--- src/rtl/lifo_arbiter.sv ---
`default_nettype none
// ============================================================================
// Module   : lifo_arbiter
// Brief    : Round-robin arbiter sharing one LIFO stack between two clients;
//            rejects push-on-full / pop-on-empty and returns pop data.
// Revision : 1.0 - initial release
// ============================================================================
module lifo_arbiter #(
    parameter int WIDTH       = 8,
    parameter int STACK_DEPTH = 16
) (
    input  logic             clk,
    input  logic             rst,
    input  logic             req0,
    input  logic             op0,
    input  logic [WIDTH-1:0] data0,
    input  logic             req1,
    input  logic             op1,
    input  logic [WIDTH-1:0] data1,
    output logic             gnt0,
    output logic             gnt1,
    output logic             err0,
    output logic             err1,
    output logic             rvalid0,
    output logic             rvalid1,
    output logic [WIDTH-1:0] rdata,
    output logic             lifo_write_en,
    output logic             lifo_read_en,
    output logic [WIDTH-1:0] lifo_din,
    input  logic [WIDTH-1:0] lifo_dout,
    input  logic             lifo_empty,
    input  logic             lifo_full,
    output logic             busy
);

    localparam logic [2:0] c_S_IDLE    = 3'd0;
    localparam logic [2:0] c_S_ISSUE   = 3'd1;
    localparam logic [2:0] c_S_CAPTURE = 3'd2;
    localparam logic [2:0] c_S_RESP    = 3'd3;
    localparam logic [2:0] c_S_REJECT  = 3'd4;

    generate
        if (STACK_DEPTH < 1) begin : g_depth_check
            $error("lifo_arbiter: STACK_DEPTH must be at least 1");
        end
    endgenerate

    logic [2:0] r_state;
    logic       r_owner;
    logic       r_op;
    logic       r_last;

    logic             w_any_req;
    logic             w_winner;
    logic             w_op;
    logic [WIDTH-1:0] w_data;
    logic             w_legal;

    // r_last holds the client served most recently; the other one wins a tie.
    always_comb begin
        w_any_req = req0 | req1;
        w_winner  = (req0 && req1) ? ~r_last : req1;
        w_op      = w_winner ? op1 : op0;
        w_data    = w_winner ? data1 : data0;
        w_legal   = w_op ? ~lifo_full : ~lifo_empty;
    end

    always_ff @(posedge clk or negedge rst) begin
        if (!rst) begin
            r_state       <= c_S_IDLE;
            r_owner       <= 1'b0;
            r_op          <= 1'b0;
            r_last        <= 1'b1;
            gnt0          <= 1'b0;
            gnt1          <= 1'b0;
            err0          <= 1'b0;
            err1          <= 1'b0;
            rvalid0       <= 1'b0;
            rvalid1       <= 1'b0;
            rdata         <= '0;
            lifo_write_en <= 1'b0;
            lifo_read_en  <= 1'b0;
            lifo_din      <= '0;
            busy          <= 1'b0;
        end else begin
            gnt0          <= 1'b0;
            gnt1          <= 1'b0;
            err0          <= 1'b0;
            err1          <= 1'b0;
            rvalid0       <= 1'b0;
            rvalid1       <= 1'b0;
            lifo_write_en <= 1'b0;
            lifo_read_en  <= 1'b0;
            case (r_state)
                c_S_IDLE: begin
                    if (w_any_req) begin
                        r_owner <= w_winner;
                        r_op    <= w_op;
                        r_last  <= w_winner;
                        busy    <= 1'b1;
                        if (w_legal) begin
                            r_state <= c_S_ISSUE;
                            gnt0    <= ~w_winner;
                            gnt1    <= w_winner;
                            if (w_op) begin
                                lifo_write_en <= 1'b1;
                                lifo_din      <= w_data;
                            end else begin
                                lifo_read_en  <= 1'b1;
                            end
                        end else begin
                            r_state <= c_S_REJECT;
                            err0    <= ~w_winner;
                            err1    <= w_winner;
                        end
                    end
                end
                c_S_ISSUE: begin
                    if (r_op) begin
                        r_state <= c_S_IDLE;
                        busy    <= 1'b0;
                    end else begin
                        r_state <= c_S_CAPTURE;
                    end
                end
                // Stack output is registered, so it is valid only one cycle after read_en.
                c_S_CAPTURE: begin
                    rdata   <= lifo_dout;
                    rvalid0 <= ~r_owner;
                    rvalid1 <= r_owner;
                    r_state <= c_S_RESP;
                end
                c_S_RESP: begin
                    r_state <= c_S_IDLE;
                    busy    <= 1'b0;
                end
                c_S_REJECT: begin
                    r_state <= c_S_IDLE;
                    busy    <= 1'b0;
                end
                default: begin
                    r_state <= c_S_IDLE;
                    busy    <= 1'b0;
                end
            endcase
        end
    end

endmodule
`default_nettype wire

--- config.mk ---
export PLATFORM = sky130hd
export DESIGN_NAME = lifo_arbiter
export DESIGN_NICKNAME = d
export VERILOG_FILES = /design/src/rtl/lifo_arbiter.sv
export SDC_FILE = /design/constraint.sdc
export NUM_CORES = 1
export LEC_CHECK = 0
export CAP_MARGIN = 20
export CORE_MARGIN = 2
export CORE_UTILIZATION = 36
export DETAILED_ROUTE_END_ITERATION = 6
export PLACE_DENSITY = 0.85
export SYNTH_ARGS = -nofsm -noshare
export SYNTH_HDL_FRONTEND = slang
export SYNTH_SLANG_ARGS = --single-unit
--- constraint.sdc ---
create_clock -name clk -period 1.55 [get_ports clk]
set_input_delay 0.155 -clock clk [delete_from_list [all_inputs] [get_ports clk]]
set_output_delay 0.155 -clock clk [all_outputs]
set_load 0.005 [all_outputs]
Word-level counts from Yosys, hierarchy flattened
Cells that the tools add are included.

Register bits after elaboration: 31. Bits of input ports: 32. Output and inout bits: 25. Logic and storage cells: 64.

Eq/ne operators: 4. Muxes and demuxes: 33. Bitwise operators: 7. Reductions and logical operators: 5.

Operators by type and width (number): 2-to-1 mux 1 bit (27); case mux 3 bit (3 select lines) (1); 2-to-1 mux 8 bit (1); 2-to-1 mux 3 bit (2); NOT 1 bit (6); != test 2 bit (second input constant) (2); AND reduction 4 bit (1); == test 3 x 1 -> 1 bit (second input constant) (1); == test 3 x 2 -> 1 bit (second input constant) (1); logical NOT 3 bit (1); case mux 1 bit (3 select lines) (1); AND reduction 3 bit (1); 2-to-1 mux 2 bit (1); AND reduction 2 bit (1); logical AND 1 bit (1); OR 1 bit (1).

Logic depth before layout (Yosys ltp)
Depth after elaboration: 7. Gate-level depth with buffers: 5. Gate-level depth less buffers: 4.

Worst setup path after synthesis
OpenSTA, ideal clock, no wires.

Path kind: register -> register. From: register r_state[0]. To: register lifo_din[0]. Setup time: 141 ps. Arrival time: 1479 ps. Data required time: 1409 ps. Slack: -71 ps. Cell stages (with the launch flop): 5. Buffers on the path: 1. Period minus slack after synthesis: 1621 ps. Cells stage by stage: dfrtp_1 or4_1 buf_6 nor2_1 a2bb2oi_1.

Longest elaborated chain between the ends: 2.

RTL lines: from (decl) (line 48) `logic [2:0] r_state;`; from (signal assigned) (line 70) `r_state <= c_S_IDLE;`; from (signal assigned) (line 102) `r_state <= c_S_ISSUE;`; from (signal assigned) (line 112) `r_state <= c_S_REJECT;`; logical NOT 3 bit (line 94) `case (r_state)`; AND reduction 4 bit (no source line); to (signal assigned) (line 107) `lifo_din <= w_data;`; to (decl) (line 29) `output logic [WIDTH-1:0] lifo_din,`.

Every way passes these cells. A chain may end at the register's enable or synchronous reset.

Final worst setup path
From: register r_last. To: register lifo_din[2].

Longest elaborated chain between the ends: 5. Elaborated cells on any way between the ends: 6. Those cells by class: 4 x mux; 1 x bitwise; 1 x reduce/logical.

RTL lines: from (decl) (line 51) `logic r_last;`; from (signal assigned) (line 99) `r_last <= w_winner;`; NOT 1 bit * (line 62) `w_winner = (req0 && req1) ? ~r_last : req1;`; 2-to-1 mux 1 bit * (line 62); 2-to-1 mux 1 bit (line 63) `w_op = w_winner ? op1 : op0;`; 2-to-1 mux 1 bit (line 65) `w_legal = w_op ? ~lifo_full : ~lifo_empty;`; AND reduction 4 bit (no source line).

Mark *: on every way between the ends. The rest lies on a longest branch, timed or not.

==> reports/metrics.yaml <==
outcome:
  status: "finished, violations left"
  violations: "negative setup slack"
cells_and_area:
  final_util: 0.6357
  drive_gt1_frac: 0.2807
  syn2layout_area_growth_pct: 71.46
  top_regs: "lifo_din (8), rdata (8), r_state (3)"
  nNetsFinal: 202
  finalInstanceArea_um2: 2105
  diodes: 0
cts:
  tritoncts: "built"
  cts-hold-fix-buffers: 0
  clk_latency_ns: 0.32
  root_buffer: "clkbuf_4"
  cts_buffers: 5
  cts.sinks: 31
  clk_pin_slew_worst_paths_ns: 0.09
  cts.htree.levels: 2
  cts_buffer_depth: 2
timing:
  layout_setup_ws_ns: -0.006156
  fin_crit_sh: 1.004
  setup_viol: 2
  hold_viol: 0
  fin_crit_ns: 1.556
  skew_ns: 0.007186
  slew_headroom: 0.7403
  rsz0062_at_grt: "true"
  slew_viol_final: 0
  fmax_ghz: 0.6426
  worst_slew_pin_slew_ns: 0.3896
synthesis:
  avgSynthCellArea_um2: 13.49
  synthAdderAreaFrac: 0
  synthSimpleGateAreaFrac: 0.1019
  synth_top_cell_area_share: 0.6116
  ys_warn_count: 0
  muxShareOfSynthArea: 0.1060
  yosys-top-cells-area: "dfrtp_1, mux2_2, a2bb2oi_1"
  synth_top_family_by_area: "compound AO/OA/AOI/OAI gates"
  synth_area_leader_cell: "dfrtp_1"
  syn-num-nets: 123
  synth-compound-area-share: 0.1468
  syn_inst: 91
  synth_xor_area_frac: 0
  synth_area_um2: 1227
  synth-seq-cells: 31
  ys_seq_area_frac: 0.6330
  synth_cell_type_count: 24
grt:
  grt_pass1_vias: 1230
  use_met3: 0.05405
  gr-max-usage-layer: "met2"
  grt_max_degree: 32
  antenna_found_initial: 0
  grt_usage: 0.1906
  use_met2: 0.3628
  use_met1: 0.1993
  grt_overflow: 0
  grt_first_pass_wirelength_mm: 5.685
detailed_routing:
  drcViolationCount: 0
  dr.pass1.iters: 4
  drtAntennaViolNets: 0
  drt-wirelength-per-cell_um: 15.84
  vias: 1066
  wirelength_mm: 3.437
  viasPerCell: 4.912
  drt_iter0_drc: 28
floorplanning:
  ios: 57
  die-width_um: 62.39
  start_util: 0.3707
  rows: 21
  core-area_um2: 3311
  chipHeight_um: 62.39
  die_area_um2: 3893
power_and_ir_drop:
  power.leakage_uw: 0.0008943
  ir_worst_vdd_v: 0.0008305
  p_per_area_nw_per_um2: 1645
placed_design:
  dpl-instance-area_um2: 1957
  place.detailed.hpwl_mm: 2.549
  place_ws_ns: -0.3344
  portBuffers: 56
  gp_congestion: 0.7648
worst_setup_path:
  reg2reg_from: "r_last"
  cp.required_ns: 1.75
  crit_arrival_ns: 1.76
  r2r_cells: 6
  startpoint_type: "flop"
  cp-end-kind: "flop"
  r2r-end: "lifo_din[2]"
  rrSetupSlack_ns: -0.006
  critPathKind: "flop to flop"
  critPathMaxFanout: 9
worst_hold_path:
  min_path_type: "input port to async pin"
job:
  cap_violations: 0
[repair_timing]
| item | in CTS | in global routing |
|---|---|---|
| resized for setup | 6 | 7 |
| setup endpoints to repair | 9 | 12 |
| pin swaps | 2 | 4 |
| cloned | 0 | 0 |
| setup buffers | 2 | 0 |
[cells by family (layout without fill, tap and decap cells)]
| group | count (synthesis) | in the layout |
|---|---|---|
| DFF | 31 | 31 |
| AOI/OAI and AO/OA | 24 | 24 |
| and+or+nand+nor | 22 | 22 |
| muxes | 12 | 12 |
| buffers and inverters | 2 | 82 |
[stage by stage]
stage | instances | hold WS, ns | setup TNS, ns | power [uW]
3_5_place_dp | 207 | 0.4568 | -4.388 | 2891
5_1_grt | 217 | 0.2616 | -0.2087 | 3688
6_report | 217 | 0.2172 | -0.006493 | 3462
4_1_cts | 217 | 0.2240 | -0.01621 | 3454
2_1_floorplan | 91 | -0.1406 | -0.1740 | 1966
3_3_place_gp | 207 | 0.4585 | -3.089 | 2811
[area by class of cell]
| type | count | area [um^2] |
|---|---|---|
| sequential | 31 | 777.0 |
| clock buffer | 8 | 48.80 |
| tap | 46 | 57.56 |
| fill | 284 | 1206 |
| multi-input combinational | 58 | 509.2 |
| timing repair buffer | 74 | 711.9 |
[cell usage in the layout, fill, tap and decap left out, types with 5 or more instances in the layout]
cell / count
clkdlybuf4s50_1: 56
a2bb2oi_2: 5
nor2_1: 5
clkbuf_4: 5
dfrtp_1: 30
buf_4: 16
o22ai_1: 7
mux2_2: 8
[critical path, cell delays in order, from the launching register on]
cell	delay, ns
dfstp_2	0.55
a21bo_4	0.14
mux2i_4	0.26
buf_4	0.17
nor3_4	0.05
buf_12	0.15
a2bb2oi_2	0.12
[power breakdown]
group          switching [uW]  internal, uW  leakage [uW]  total, uW
sequential                202          1160      0.000376       1360
combinational             571          1090      0.000491       1670
clock                     257           181     0.0000265        437
[worst max-delay path by stage]
stage,startpoint,cells past startpoint,end
3_5_place_dp,req0,5,lifo_din[2]
5_1_grt,r_last,6,lifo_din[3]
3_3_place_gp,req1,6,lifo_din[0]
2_1_floorplan,r_state[0],4,lifo_din[0]
6_report,r_last,6,lifo_din[2]
4_1_cts,r_last,6,lifo_din[2]
[cells in the mapped netlist (all sizes together)]
library cell and count:
nor3b 3, and2 2, dfrtp 30, o22ai 8, a21o 3, a21boi 1, mux2 8, a2bb2oi 8
clkbuf 1, a21oi 1, nand2 4, nor3 3, buf 1, nor2b 2, nor2 6, o21ai 1
or4 1, dfstp 1, a21bo 1, mux2i 4, nor4 1, o21bai 1
[metal layers]
| metal | part of all wire | vias up |
|---|---|---|
| li1 | - | 495 |
| met1 | 0.35 | 530 |
| met2 | 0.59 | 35 |
| met3 | 0.046 | 6 |
| met4 | 0.013 | 0 |
| met5 | 0 | - |
Note: power is estimated with default switching activity, not from simulation.
